==> src/rtl/i2c_target_regs.sv <==
// I2C target bridging the bus to an 8-bit local register bank.
// The bus side covers the pointer byte, burst writes/reads with pointer auto-increment,
// repeated START handling and input glitch filtering. Open-drain SDA: sda_oe_o=1 pulls low.
module i2c_target_regs #(
  parameter logic [6:0]  DEV_ADDR    = 7'h42,
  parameter int unsigned PTR_W       = 8,
  parameter int unsigned SYNC_STAGES = 2,
  parameter int unsigned FILTER_LEN  = 3
) (
  input  logic             clk_i,
  input  logic             rst_ni,
  input  logic             scl_i,
  input  logic             sda_i,
  output logic             sda_oe_o,
  output logic [PTR_W-1:0] reg_addr_o,
  output logic [7:0]       reg_wdata_o,
  output logic             reg_we_o,
  input  logic [7:0]       reg_rdata_i,
  output logic             reg_re_o,
  output logic             busy_o
);

  localparam int unsigned CNT_W = (FILTER_LEN > 1) ? $clog2(FILTER_LEN) : 1;
  localparam logic [CNT_W-1:0] CNT_MAX = CNT_W'(FILTER_LEN - 1);

  typedef enum logic [3:0] {
    ST_IDLE,
    ST_ADDR,
    ST_ACK_A,
    ST_PTR,
    ST_ACK_P,
    ST_WR,
    ST_ACK_W,
    ST_RD,
    ST_ACK_R,
    ST_WAIT
  } state_e;

  // Index 0 carries SCL, index 1 carries SDA through the input path.
  logic [1:0]             raw;
  logic [SYNC_STAGES-1:0] sync_q [2];
  logic [SYNC_STAGES-1:0] sync_d [2];
  logic [CNT_W-1:0]       cnt_q  [2];
  logic [CNT_W-1:0]       cnt_d  [2];
  logic [1:0]             flt_q, flt_d;
  logic [1:0]             prev_q, prev_d;

  logic scl_rise, scl_fall, start_det, stop_det;

  state_e           state_q, state_d;
  logic [3:0]       bit_cnt_q, bit_cnt_d;
  logic [7:0]       shreg_q, shreg_d;
  logic [PTR_W-1:0] ptr_q, ptr_d;
  logic [PTR_W-1:0] ptr_load;
  logic [7:0]       wdata_q, wdata_d;
  logic             we_q, we_d;
  logic             re_q, re_d;
  logic             oe_q, oe_d;
  logic             busy_q, busy_d;
  logic             rw_q, rw_d;

  assign raw = {sda_i, scl_i};

  // Synchroniser shift and counter filter: level flips only after FILTER_LEN differing samples.
  always_comb begin
    for (int unsigned i = 0; i < 2; i++) begin
      sync_d[i] = {sync_q[i][SYNC_STAGES-2:0], raw[i]};
      flt_d[i]  = flt_q[i];
      cnt_d[i]  = '0;
      if (sync_q[i][SYNC_STAGES-1] != flt_q[i]) begin
        if (cnt_q[i] == CNT_MAX) begin
          flt_d[i] = sync_q[i][SYNC_STAGES-1];
        end else begin
          cnt_d[i] = cnt_q[i] + 1'b1;
        end
      end
    end
    prev_d = flt_q;
  end

  // Input path registers; preset high so reset looks like an idle bus.
  always_ff @(posedge clk_i or negedge rst_ni) begin
    if (!rst_ni) begin
      for (int unsigned i = 0; i < 2; i++) begin
        sync_q[i] <= '1;
        cnt_q[i]  <= '0;
      end
      flt_q  <= '1;
      prev_q <= '1;
    end else begin
      for (int unsigned i = 0; i < 2; i++) begin
        sync_q[i] <= sync_d[i];
        cnt_q[i]  <= cnt_d[i];
      end
      flt_q  <= flt_d;
      prev_q <= prev_d;
    end
  end

  // Bus events from the filtered levels; START/STOP need SCL steady high.
  always_comb begin
    scl_rise  = flt_q[0] & ~prev_q[0];
    scl_fall  = ~flt_q[0] & prev_q[0];
    start_det = ~flt_q[1] & prev_q[1] & flt_q[0] & prev_q[0];
    stop_det  = flt_q[1] & ~prev_q[1] & flt_q[0] & prev_q[0];
  end

  // Pointer byte zero-extended or truncated to PTR_W bits.
  always_comb begin
    for (int unsigned i = 0; i < PTR_W; i++) begin
      ptr_load[i] = (i < 8) ? shreg_q[i[2:0]] : 1'b0;
    end
  end

  // Protocol FSM: samples on SCL rise, changes SDA only on SCL fall.
  always_comb begin
    state_d   = state_q;
    bit_cnt_d = bit_cnt_q;
    shreg_d   = shreg_q;
    ptr_d     = ptr_q;
    wdata_d   = wdata_q;
    we_d      = 1'b0;
    re_d      = 1'b0;
    oe_d      = oe_q;
    busy_d    = busy_q;
    rw_d      = rw_q;

    // Read data is captured the cycle after the strobe, while reg_addr_o is stable.
    if (re_q) begin
      shreg_d = reg_rdata_i;
      oe_d    = ~reg_rdata_i[7];
    end

    if (start_det) begin
      state_d   = ST_ADDR;
      bit_cnt_d = '0;
      oe_d      = 1'b0;
    end else if (stop_det) begin
      state_d   = ST_IDLE;
      bit_cnt_d = '0;
      oe_d      = 1'b0;
      busy_d    = 1'b0;
    end else if (scl_rise) begin
      unique case (state_q)
        ST_ADDR, ST_PTR, ST_WR: begin
          shreg_d   = {shreg_q[6:0], flt_q[1]};
          bit_cnt_d = bit_cnt_q + 1'b1;
        end
        ST_RD: bit_cnt_d = bit_cnt_q + 1'b1;
        // Pointer advances on the master ACK so the next fall reads the new address.
        ST_ACK_R: begin
          if (!flt_q[1]) begin
            ptr_d = ptr_q + 1'b1;
          end else begin
            state_d = ST_WAIT;
          end
        end
        default: ;
      endcase
    end else if (scl_fall) begin
      unique case (state_q)
        ST_ADDR: begin
          if (bit_cnt_q == 4'd8) begin
            if (shreg_q[7:1] == DEV_ADDR) begin
              state_d = ST_ACK_A;
              oe_d    = 1'b1;
              busy_d  = 1'b1;
              rw_d    = shreg_q[0];
            end else begin
              state_d = ST_IDLE;
              busy_d  = 1'b0;
            end
          end
        end
        ST_ACK_A: begin
          oe_d      = 1'b0;
          bit_cnt_d = '0;
          if (rw_q) begin
            state_d = ST_RD;
            re_d    = 1'b1;
          end else begin
            state_d = ST_PTR;
          end
        end
        ST_PTR: begin
          if (bit_cnt_q == 4'd8) begin
            ptr_d   = ptr_load;
            oe_d    = 1'b1;
            state_d = ST_ACK_P;
          end
        end
        ST_ACK_P: begin
          oe_d      = 1'b0;
          bit_cnt_d = '0;
          state_d   = ST_WR;
        end
        ST_WR: begin
          if (bit_cnt_q == 4'd8) begin
            we_d    = 1'b1;
            wdata_d = shreg_q;
            oe_d    = 1'b1;
            state_d = ST_ACK_W;
          end
        end
        ST_ACK_W: begin
          ptr_d     = ptr_q + 1'b1;
          oe_d      = 1'b0;
          bit_cnt_d = '0;
          state_d   = ST_WR;
        end
        ST_RD: begin
          if (bit_cnt_q == 4'd8) begin
            oe_d    = 1'b0;
            state_d = ST_ACK_R;
          end else begin
            shreg_d = {shreg_q[6:0], 1'b0};
            oe_d    = ~shreg_q[6];
          end
        end
        // Only an ACKed byte stays in ACK_R until the fall.
        ST_ACK_R: begin
          bit_cnt_d = '0;
          re_d      = 1'b1;
          state_d   = ST_RD;
        end
        default: ;
      endcase
    end
  end

  // Protocol state registers; async reset also releases SDA immediately.
  always_ff @(posedge clk_i or negedge rst_ni) begin
    if (!rst_ni) begin
      state_q   <= ST_IDLE;
      bit_cnt_q <= '0;
      shreg_q   <= '0;
      ptr_q     <= '0;
      wdata_q   <= '0;
      we_q      <= 1'b0;
      re_q      <= 1'b0;
      oe_q      <= 1'b0;
      busy_q    <= 1'b0;
      rw_q      <= 1'b0;
    end else begin
      state_q   <= state_d;
      bit_cnt_q <= bit_cnt_d;
      shreg_q   <= shreg_d;
      ptr_q     <= ptr_d;
      wdata_q   <= wdata_d;
      we_q      <= we_d;
      re_q      <= re_d;
      oe_q      <= oe_d;
      busy_q    <= busy_d;
      rw_q      <= rw_d;
    end
  end

  assign sda_oe_o    = oe_q;
  assign reg_addr_o  = ptr_q;
  assign reg_wdata_o = wdata_q;
  assign reg_we_o    = we_q;
  assign reg_re_o    = re_q;
  assign busy_o      = busy_q;

endmodule

==> config.mk <==
export PLATFORM = sky130hd
export DESIGN_NAME = i2c_target_regs
export DESIGN_NICKNAME = d
export VERILOG_FILES = /design/src/rtl/i2c_target_regs.sv
export SDC_FILE = /design/constraint.sdc
export NUM_CORES = 1
export LEC_CHECK = 0
export CAP_MARGIN = 10
export CELL_PAD_IN_SITES_DETAIL_PLACEMENT = 1
export CELL_PAD_IN_SITES_GLOBAL_PLACEMENT = 2
export CORE_UTILIZATION = 39
export CTS_CLUSTER_SIZE = 14
export DETAILED_ROUTE_END_ITERATION = 7
export PLACE_DENSITY = 0.91
export SYNTH_ARGS = -nofsm -noshare
export SYNTH_HDL_FRONTEND = slang
export SYNTH_SLANG_ARGS = --single-unit
==> constraint.sdc <==
create_clock -name clk_i -period 3.25 [get_ports clk_i]
set_input_delay 0.325 -clock clk_i [delete_from_list [all_inputs] [get_ports clk_i]]
set_output_delay 0.325 -clock clk_i [all_outputs]
set_load 0.01 [all_outputs]
### Yosys cells after proc, flatten, opt, wreduce, memory -nomap -nowiden

Cells that the tools add are included.

* flip-flop bits (word level): 49
* latch bits: 0
* bits in writable memories: 0
* memory bits (read-only): 0
* input bits: 12
* output and inout bits: 20
* logic and storage cells: 150
* memories: 0

* add/sub/neg operators: 4
* multiply operators: 0
* divide/modulo/power cells: 0
* order comparisons: 0
* eq/ne operators: 25
* shift-type cells: 0
* mux-type cells: 65
* bitwise operators: 17
* reduce and logical (&&, ||, !) cells: 22

Operators with widths (number)
* $mux 8: 13
* $mux 4: 16
* $pmux 4 s7: 1
* $mux 1: 26
* $ne 5x5->1 const B: 4
* $eq 4x3->1 const B: 4
* $pmux 8 s2: 1
* $reduce_and 7->1: 2
* $mux 2: 5
* $not 1->1: 9
* $reduce_bool 9->1: 1
* $add 8x1->8 const B: 1
* $and 1x1->1: 8
* $eq 4x2->1 const B: 2
* $eq 4x4->1 const B: 2
* $ne 4x2->1 const B: 2
* $reduce_and 8->1: 1
* $reduce_bool 2->1: 4
* $reduce_bool 4->1: 2
* $reduce_or 4->1: 2
* $eq 7x7->1 const B: 1
* $reduce_and 6->1: 1
* $reduce_or 3->1: 2
* $reduce_and 5->1: 1
* other kinds (16): 22

### Logic depth before layout (Yosys ltp)

Gate-level depths: netlist (run 1).

* word-level depth: 9
* gate-level depth with buffers: 9
* depth with buffers taken out: 7

### Worst setup path after synthesis (run 1)

Ideal clock, no wire load.

* path kind: reg-to-reg
* start: register flt_q[0]
* end: register state_q[0]
* setup time: 0.125 ns
* data arrival time: 1.957 ns
* required time: 3.125 ns
* setup slack: 1.168 ns
* cell stages (with the launch flop): 7
* buffers on the path: 1
* clock period less this slack: 2.082 ns
* cells stage by stage: dfstp_2 -> ha_1 -> clkbuf_1 -> inv_1 -> o2111ai_1 -> a21o_1 -> mux2_2

* word-level cells in the longest chain between the ends: 4
* elaborated cells between the ends (all ways): 19
* those cells by class: 6 x eq/ne; 3 x mux; 7 x bitwise; 3 x reduce/logical

RTL lines
* start, declared: line 45 `logic [1:0] flt_q, flt_d;`
* start signal, assigned: line 95 `flt_q <= flt_d;`
* $and 1x1->1 (tied with other cells) (2 in series): line 104 `start_det = ~flt_q[1] & prev_q[1] & flt_q[0] & prev_q[0];`
* $ne 5x5->1 (no line) (tied with other cells)
* $reduce_and 8->1 (no line) / $mux 4 (equally long branches)
* end signal, assigned: line 245 `state_q <= state_d;`
* end, declared: line 50 `state_e state_q, state_d;`

Parallel ways exist; a longest one is shown, timed or not.
A chain may end at the register's enable or synchronous reset.

### Final worst setup path (run 1)

* start: register state_q[3]
* end: register ptr_q[3], in the netlist reg_addr_o[3]

* word-level cells in the longest chain between the ends: 4
* elaborated cells between the ends (all ways): 10
* those cells by class: 5 x eq/ne; 3 x mux; 2 x reduce/logical

RTL lines
* $eq 4x3->1 / $eq 4x2->1 (equally long branches): line 161 `unique case (state_q)`
* $pmux 8 s2: line 161
* $mux 8: line 160 `end else if (scl_fall) begin`
* $mux 8: line 143 `end else if (scl_rise) begin`
* end signal, assigned: line 248 `ptr_q <= ptr_d;`
* end, declared: line 53 `logic [PTR_W-1:0] ptr_q, ptr_d;`

Parallel ways exist; a longest one is shown, timed or not. The select of a mux whose other input is x is not followed.

==> results of run 1 <==
## registers in the layout, summed over array words and instances (netlist names)
| register | flops |
|---|---|
| sync_q | 2 |
| reg_re_o | 1 |
| bit_cnt_q | 4 |
| state_q | 4 |
| reg_wdata_o | 8 |
| reg_we_o | 1 |
| ptr_load | 8 |
| cnt_q | 4 |
| rw_q | 1 |
| sda_oe_o | 1 |
| prev_q | 2 |
| busy_o | 1 |
| flt_q | 2 |
| sync_d | 2 |
| reg_addr_o | 8 |
## per-layer routing
layer  vias up  track usage, %
met5         -               0
met1      1007            27.2
li1        980               -
met2        38            32.1
met3         9            3.34
met4         0            5.86
## logic make-up (layout without fill, tap and decap cells)
| kind of cell | Yosys count | count (layout) | synth area share [%] |
|---|---|---|---|
| fa+ha+maj | 8 | 8 | 3.66 |
| simple gates | 83 | 83 | 16.6 |
| buf+inv | 23 | 54 | 3.99 |
| flops | 49 | 49 | 46.4 |
| compound gates | 54 | 54 | 14.8 |
| mux | 31 | 31 | 12.9 |
| xor+xnor | 5 | 5 | 1.64 |
## final cells by class
class	count	area (sq um)
clock buffers	6	72.6
clock inverters	2	16.3
fillers	734	3340
inverters	11	41.3
multi-input cells	181	1320
flip-flops and latches	49	1240
well taps	77	96.3
repair buffers	35	335
## worst max path at each step
stage,from,to,depth (start not counted)
floorplan,flt_q[0],state_q[0],6
global placement,state_q[3],reg_addr_o[3],5
detailed placement,state_q[3],reg_addr_o[3],5
CTS,state_q[3],reg_addr_o[3],5
global route,state_q[3],reg_addr_o[3],5
finish,state_q[3],reg_addr_o[3],5
## cells in the final DEF, fill, tap and decap left out, types with 4 or more instances in the layout
master	instances
a21oi_1	9
buf_4	4
clkbuf_8	5
clkdlybuf4s50_1	30
dfrtp_1	41
dfstp_2	8
ha_1	7
inv_1	11
mux2_2	26
mux2i_1	5
nand2_1	21
nand2b_1	4
nand3_1	12
nor2_1	12
nor2b_1	4
nor3_1	7
o21ai_0	15
xnor2_1	4
## report_power, final
part	internal, W	leakage (nW)	switching [W]	total (W)
registers	0.000787	0.631	0.000250	0.00104
clock network	0.000153	0.0414	0.000210	0.000363
logic	0.000487	0.644	0.000528	0.00101
total	0.00143	1.32	0.000988	0.00242
## per-stage QoR
step | setup WS, ns | instance area (sq um) | hold slack, ns | power [W]
2_1_floorplan | 1.17 | 2660 | 0.0294 | 0.00170
3_3_place_gp | 0.801 | 3030 | 0.346 | 0.00202
3_5_place_dp | 0.745 | 3030 | 0.348 | 0.00206
4_1_cts | 0.713 | 3120 | 0.161 | 0.00243
5_1_grt | 0.546 | 3120 | 0.206 | 0.00259
6_report | 0.700 | 3120 | 0.125 | 0.00242
==> metrics.txt, run 1 <==
H-Tree Depth=2; fraction of layout cells with a size suffix above 1=20.8%; fmax=0.392 GHz; Buf/Inv on CP=0; Layout area overhead=17.1%; first-pass GRT wire length=10.9 mm; Setup Skew=0.00508 ns; Setup crit end kind=register; maxcap violations=0; share of the synthesized area in the top cell type=38.5%; HP Class=input port to asynchronous set/reset pin; Post-CTS Setup Bufs=0; PortBufs=31; Max-slew headroom=35.9%; CTS tree=built; Async SR Flop Fraction=100%; crit start category=register; initial antenna violation count=0; crit path cell chain=or4b_4, o21a_1, a2111oi_4, o21ai_1, a22o_1; Worst IR Drop VDD=0.354 mV; setup TNS=0 ns; Unique masters post-synth=54; CP max stage cell=dfrtp_1; pin count of the biggest net entering global routing=40; Synth area leader=dfrtp_1; DR top layer=met4; worst reg2reg path startpoint=state_q[3]; Post-Place Cells=353; period utilization=78.5%; Post-synth EDFFs=0; warning count from the yosys run=0; Clock Pin Slew Worst Setup and Hold Paths=0.09 ns; NumNets Final=302; pwr/cell area=774 nW/um^2; final setup violation count=0; clk buf depth=2; ys flop type=dfrtp_1; die height=84.6 um; First-pass DRT Iterations=4; Max stage delay on crit path=0.66 ns; Core ar.=6460 sq um; ANT cells=0; Die Width=84.6 um; RR Endpoint=reg_addr_o[3]; vias in the first global route=2090; overall routed net length=6.42 mm; top post-synthesis cells by area=dfrtp_1, mux2_2, dfstp_2; Yosys reg bits=49; Worst Path Arrival=2.75 ns; floorplan row count=29; RSZ-0062 raised after global routing=false; Post-Syn Area=2660 sq um; later-pin clock latency in the skew report=0.30 ns; final instance count without filler cells=361; Vias=2034; Starting DRT DRC Count=82; Post-CTS Hold Fix Bufs=0; most common cell in the netlist=dfrtp_1; met2 wire length=3.05 mm; final hold violations=0; DRC viols=0; total grt overflow=0; top cells by count, synth=dfrtp_1, mux2_2, nand2_1, o21ai_0; # clock sinks=49; CTS resizes=0; Leak=1.32 nW; met3 routed WL=208 um; Num CTS Buffers=5; met1 wire length=3.08 mm; die area=7160 sq um; utilization after layout=48.3%; Detail Route Antenna Nets=0; Post-Synthesis Mean Instance Area=10.5 sq um; R2R setup slack=0.70 ns; Critical Path RT=3.45 ns; global-route usage over all layers=19.8%; Synth Instances=253; Crit path max-delay family=compound AO/OA/AOI/OAI gates; Worst R2R Path Depth=5; Post-DP HPWL=4.77 mm; Initial Util=41.2%; clock root cell=clkbuf_8; Final min period=2.55 ns; wire per inst=17.8 um; routability cong.=0.856; Ports=32; max-slew violation count=0; share of the yosys chip area belonging to registers=46.4%; via/cell ratio=5.63; Mapped Nets=272; outcome=finished clean; Least-Margin Pin Slew=0.952 ns; crit path kind=register to register; CP max FO=14
No activity file was read; power rests on OpenSTA's default activity.
==> inputs of run 2 (changes only) <==
--- a/config.mk
+++ b/config.mk
@@ -8,10 +8,10 @@
 export CAP_MARGIN = 10
 export CELL_PAD_IN_SITES_DETAIL_PLACEMENT = 1
 export CELL_PAD_IN_SITES_GLOBAL_PLACEMENT = 2
-export CORE_UTILIZATION = 39
+export CORE_UTILIZATION = 32
 export CTS_CLUSTER_SIZE = 14
 export DETAILED_ROUTE_END_ITERATION = 7
-export PLACE_DENSITY = 0.91
+export PLACE_DENSITY = 0.8
 export SYNTH_ARGS = -nofsm -noshare
 export SYNTH_HDL_FRONTEND = slang
 export SYNTH_SLANG_ARGS = --single-unit
==> constraint.sdc (replaced) <==
create_clock -name clk_i -period 2.1 [get_ports clk_i]
set_input_delay 0.21 -clock clk_i [delete_from_list [all_inputs] [get_ports clk_i]]
set_output_delay 0.21 -clock clk_i [all_outputs]
set_load 0.01 [all_outputs]
==> metrics.txt, run 2 (synthesized netlist as in run 1, its figures left out) <==
outcome=finished clean; Post-DP HPWL=5.33 mm; DRC viols=0; Critical Path RT=2.31 ns; Layout area overhead=28.8%; RR Endpoint=state_q[0]; Leak=1.48 nW; Starting DRT DRC Count=92; routability cong.=0.840; total grt overflow=0; ANT cells=0; vias in the first global route=2317; wire per inst=17.4 um; Max-slew headroom=56.8%; Die Width=93.2 um; # clock sinks=49; Final min period=2.03 ns; worst reg2reg path startpoint=bit_cnt_q[0]; setup TNS=0 ns; maxcap violations=0; Setup crit end kind=register; Setup WS post-layout=0.0716 ns; via/cell ratio=5.33; Max stage delay on crit path=0.36 ns; min-delay src=sda_i; Least-Margin Pin Slew=0.648 ns; die area=8690 sq um; CTS tree=built; Num CTS Buffers=5; floorplan row count=32; initial antenna violation count=0; final instance count without filler cells=416; WHS Endpoint=sync_d[1]; fmax=0.493 GHz; Detail Route Antenna Nets=0; PortBufs=31; pwr/cell area=1220 nW/um^2; Clock Pin Slew Worst Setup and Hold Paths=0.10 ns; Initial Util=33.8%; crit path cell chain=inv_1, ha_1, and3b_1, buf_4, or3_1, o2111ai_1, a21o_1, mux2_2; Setup Skew=0.00927 ns; RSZ-0062 raised after global routing=true; Setup WS pre-CTS=-0.0224 ns; fraction of layout cells with a size suffix above 1=29.6%; final setup violation count=0; commonest non-fill, non-tap cell in the layout=dfrtp_1; crit start category=register; die height=93.2 um; global-route usage over all layers=18.3%; worst hold slack=0.290 ns; Buf/Inv on CP=2; Worst IR Drop VDD=0.557 mV; Post-Place Cells=403; Vias=2217; crit path kind=register to register; pin count of the biggest net entering global routing=28; Crit path max-delay family=simple AND/OR/NAND/NOR gates; R2R setup slack=0.07 ns; NumNets Final=332; HP Class=input port to register; H-Tree Depth=2; overall routed net length=7.24 mm; max-slew violation count=0; Worst Path Arrival=2.24 ns; CP max stage cell=dfrtp_1; Worst Hold Depth=1; clock root cell=clkbuf_8; First-pass DRT Iterations=4; period utilization=96.6%; Core ar.=7890 sq um; clk buf depth=2; Ports=32; first-pass GRT wire length=12.1 mm; later-pin clock latency in the skew report=0.32 ns; Worst R2R Path Depth=8; final hold violations=0; most frequent cells in the layout=dfrtp_1, buf_4, clkdlybuf4s50_1, mux2_2, nand2_1; CP max FO=6
-- run 2: cell count changes in the layout (fill, tap and decap cells not counted), sizes merged --
cell         before  now
clkinvlp          1    0
dlygate4sd3       0    1
buf               5   34
inv              11   13
clkbuf            6    5
-- run 2: per-layer routing --
layer	wire [um]	vias to the layer above	GRT usage [%]	share of wire [%]
met5	0	-	0	0
met4	78	0	5.77	1.1
met3	172	7	2.68	2.4
li1	-	1028	-	-
met2	3420	37	28.4	47
met1	3570	1145	26.1	49
-- run 2: layout make-up --
type                            count  area (sq um)
Clock buffer                        5          68.8
Clock inverter                      3          28.8
Fill cell                         877          4460
Inverter                           11          41.3
Multi-Input combinational cell    181          1350
Sequential cell                    49          1240
Tap cell                          102           128
Timing Repair Buffer               65           583
-- run 2: worst register-to-register path, cell delays in order, from the launching register on --
cell       delay (ns)
dfrtp_1          0.36
inv_1            0.04
ha_1             0.18
and3b_1          0.19
buf_4            0.16
or3_1            0.30
o2111ai_1        0.12
a21o_1           0.22
mux2_2           0.35
-- run 2: per-stage QoR --
step | total power (W) | cell area, sq um | util (%)
after floorplan | 0.00263 | 2660 | -
after global placement | 0.00340 | 3260 | 41.4
after detailed placement | 0.00346 | 3260 | 41.4
after CTS | 0.00414 | 3400 | 43.1
after global routing | 0.00447 | 3430 | 43.5
final | 0.00417 | 3430 | 43.5
-- run 2: worst max path at each step --
stage	from	end	cells after the start
global route	bit_cnt_q[0]	state_q[0]	8
CTS	state_q[1]	reg_addr_o[4]	7
global placement	flt_q[0]	reg_addr_o[3]	8
finish	bit_cnt_q[0]	state_q[0]	8
floorplan	flt_q[0]	state_q[0]	6
detailed placement	flt_q[0]	reg_addr_o[3]	8
-- run 2: timing repair --
item | CTS | global route
endpoints found under the hold margin | 18 | 0
gates cloned | 1 | 0
setup buffers | 3 | 0
endpoints found under the setup margin | 6 | 22
pin swaps | 3 | 3
hold buffers | 1 | 0
gates resized for setup | 1 | 12
-- run 2: power by group --
group	total, W	internal [W]	leakage [nW]	switching [W]
Combinational	0.00204	0.00102	0.799	0.00103
Sequential	0.00151	0.00122	0.631	0.000289
Clock	0.000626	0.000250	0.0506	0.000376
Total	0.00417	0.00248	1.48	0.00169
==> inputs of run 3 (changes only) <==
--- a/config.mk
+++ b/config.mk
@@ -15,3 +15,4 @@
 export SYNTH_ARGS = -nofsm -noshare
 export SYNTH_HDL_FRONTEND = slang
 export SYNTH_SLANG_ARGS = --single-unit
+export TNS_END_PERCENT = 20
==> metrics.txt, run 3 (synthesized netlist as in run 1, its figures left out) <==
outcome=finished clean; Post-DP HPWL=5.33 mm; Worst Path Arrival=2.29 ns; die height=93.2 um; R2R setup slack=0.06 ns; Core ar.=7890 sq um; Reg area=1240 sq um; final hold violations=0; utilization after layout=43.8%; Layout area overhead=29.6%; H-Tree Depth=2; setup TNS=0 ns; Least-Margin Pin Slew=0.646 ns; max-slew violation count=0; DRC viols=0; Leak=1.49 nW; first-pass GRT wire length=12.1 mm; crit start category=register; Setup WS post-layout=0.0645 ns; PortBufs=31; sequential share of power=36.0%; Die Width=93.2 um; period utilization=96.9%; pwr/cell area=1220 nW/um^2; Setup Skew=0.00886 ns; Multi-input gate area=1370 sq um; global-route usage over all layers=18.3%; Worst IR Drop VDD=0.555 mV; Switch Pwr=0.00172 W; Num CTS Buffers=5; CTS tree=built; Max stage delay on crit path=0.60 ns; Starting DRT DRC Count=85; Setup crit end kind=register; total grt overflow=0; Critical Path RT=2.35 ns; # clock sinks=49; Setup WS pre-CTS=-0.0224 ns; RR Endpoint=bit_cnt_q[3]; pin count of the biggest net entering global routing=28; wire per inst=17.6 um; die area=8690 sq um; fillers=876; worst reg2reg path startpoint=prev_q[0]; HP Class=input port to register; overall routed net length=7.32 mm; fraction of layout cells with a size suffix above 1=30.6%; Initial Util=33.8%; final setup violation count=0; initial antenna violation count=0; clock power share=14.8%; min-delay src=sda_i; Clock Pin Slew Worst Setup and Hold Paths=0.10 ns; Comb power frac=49.2%; Final min period=2.04 ns; via/cell ratio=5.33; ANT cells=0; most frequent cells in the layout=dfrtp_1, clkdlybuf4s50_1, buf_4, mux2_2, nand2_1; later-pin clock latency in the skew report=0.32 ns; clk buf depth=2; maxcap violations=0; Worst Hold Depth=1; crit path kind=register to register; vias in the first global route=2317; NumNets Final=332; routability cong.=0.840; switching share of power=40.8%; CP max FO=10; Pint=0.00250 W; CP max stage cell=dfstp_2; crit path cell chain=inv_2, ha_4, buf_6, nor2_1, a21oi_1, o311a_1, or4_1, nand3_1; First-pass DRT Iterations=4; floorplan row count=32; WHS Endpoint=sync_d[1]; commonest non-fill, non-tap cell in the layout=dfrtp_1; clock root cell=clkbuf_8; Worst R2R Path Depth=8; Max-slew headroom=57.0%; fmax=0.491 GHz; RSZ-0062 raised after global routing=true; Ports=32; Detail Route Antenna Nets=0; Vias=2219
-- run 3: power groups by stage --
stage	logic, W	registers, W	clock network, W
global route	0.00228	0.00156	0.000680
global placement	0.00189	0.00151	0
CTS	0.00197	0.00151	0.000646
detailed placement	0.00193	0.00153	0
floorplan	0.00116	0.00147	0
finish	0.00207	0.00152	0.000625
-- run 3: per-layer routing --
layer / global-route usage, % / share of wire, %
met2: 28.4 / 47
met3: 2.68 / 3.1
met4: 5.77 / 1.3
met1: 26.1 / 48
met5: 0 / 0
-- run 3: timing repair --
action                     CTS  global route
gates cloned                 1             0
pin swaps                    3             2
setup endpoints to repair    6            22
hold buffers                 1             0
buffers inserted             2             1
hold endpoints to repair    18             0
resized for setup            2            13
-- run 3: per-stage QoR --
step	power, W	cells	hold WS, ns	cell area (sq um)
4_1_cts	0.00413	415	0.283	3400
5_1_grt	0.00452	416	0.278	3450
2_1_floorplan	0.00263	253	-0.0856	2660
3_3_place_gp	0.00340	403	0.257	3260
3_5_place_dp	0.00346	403	0.267	3260
6_report	0.00421	416	0.288	3450
-- run 3: worst max-delay path by stage --
stage,start,slack (ns),cells past startpoint,endpoint
6_report,prev_q[0],0.06,8,bit_cnt_q[3]
5_1_grt,bit_cnt_q[0],-0.02,8,state_q[0]
4_1_cts,state_q[1],0.01,7,reg_addr_o[4]
3_5_place_dp,flt_q[0],-0.02,8,reg_addr_o[3]
3_3_place_gp,flt_q[0],0.05,8,reg_addr_o[3]
2_1_floorplan,flt_q[0],0.02,6,state_q[0]
-- run 3: worst max-delay path: cells and delay by family, from the launching register on --
kind / cells / cell delay (ns)
simple gates: 3 / 0.62
fa+ha+maj: 1 / 0.17
buf+inv: 2 / 0.20
flops: 1 / 0.60
compound gates: 2 / 0.38
-- run 3: layout make-up --
cell class	count	area share [%]
timing repair buffer	65	16.9
multi-input combinational	181	39.6
inverter	11	1.20
tap	102	3.70
sequential	49	35.8
clock inverter	3	0.833
clock buffer	5	1.99
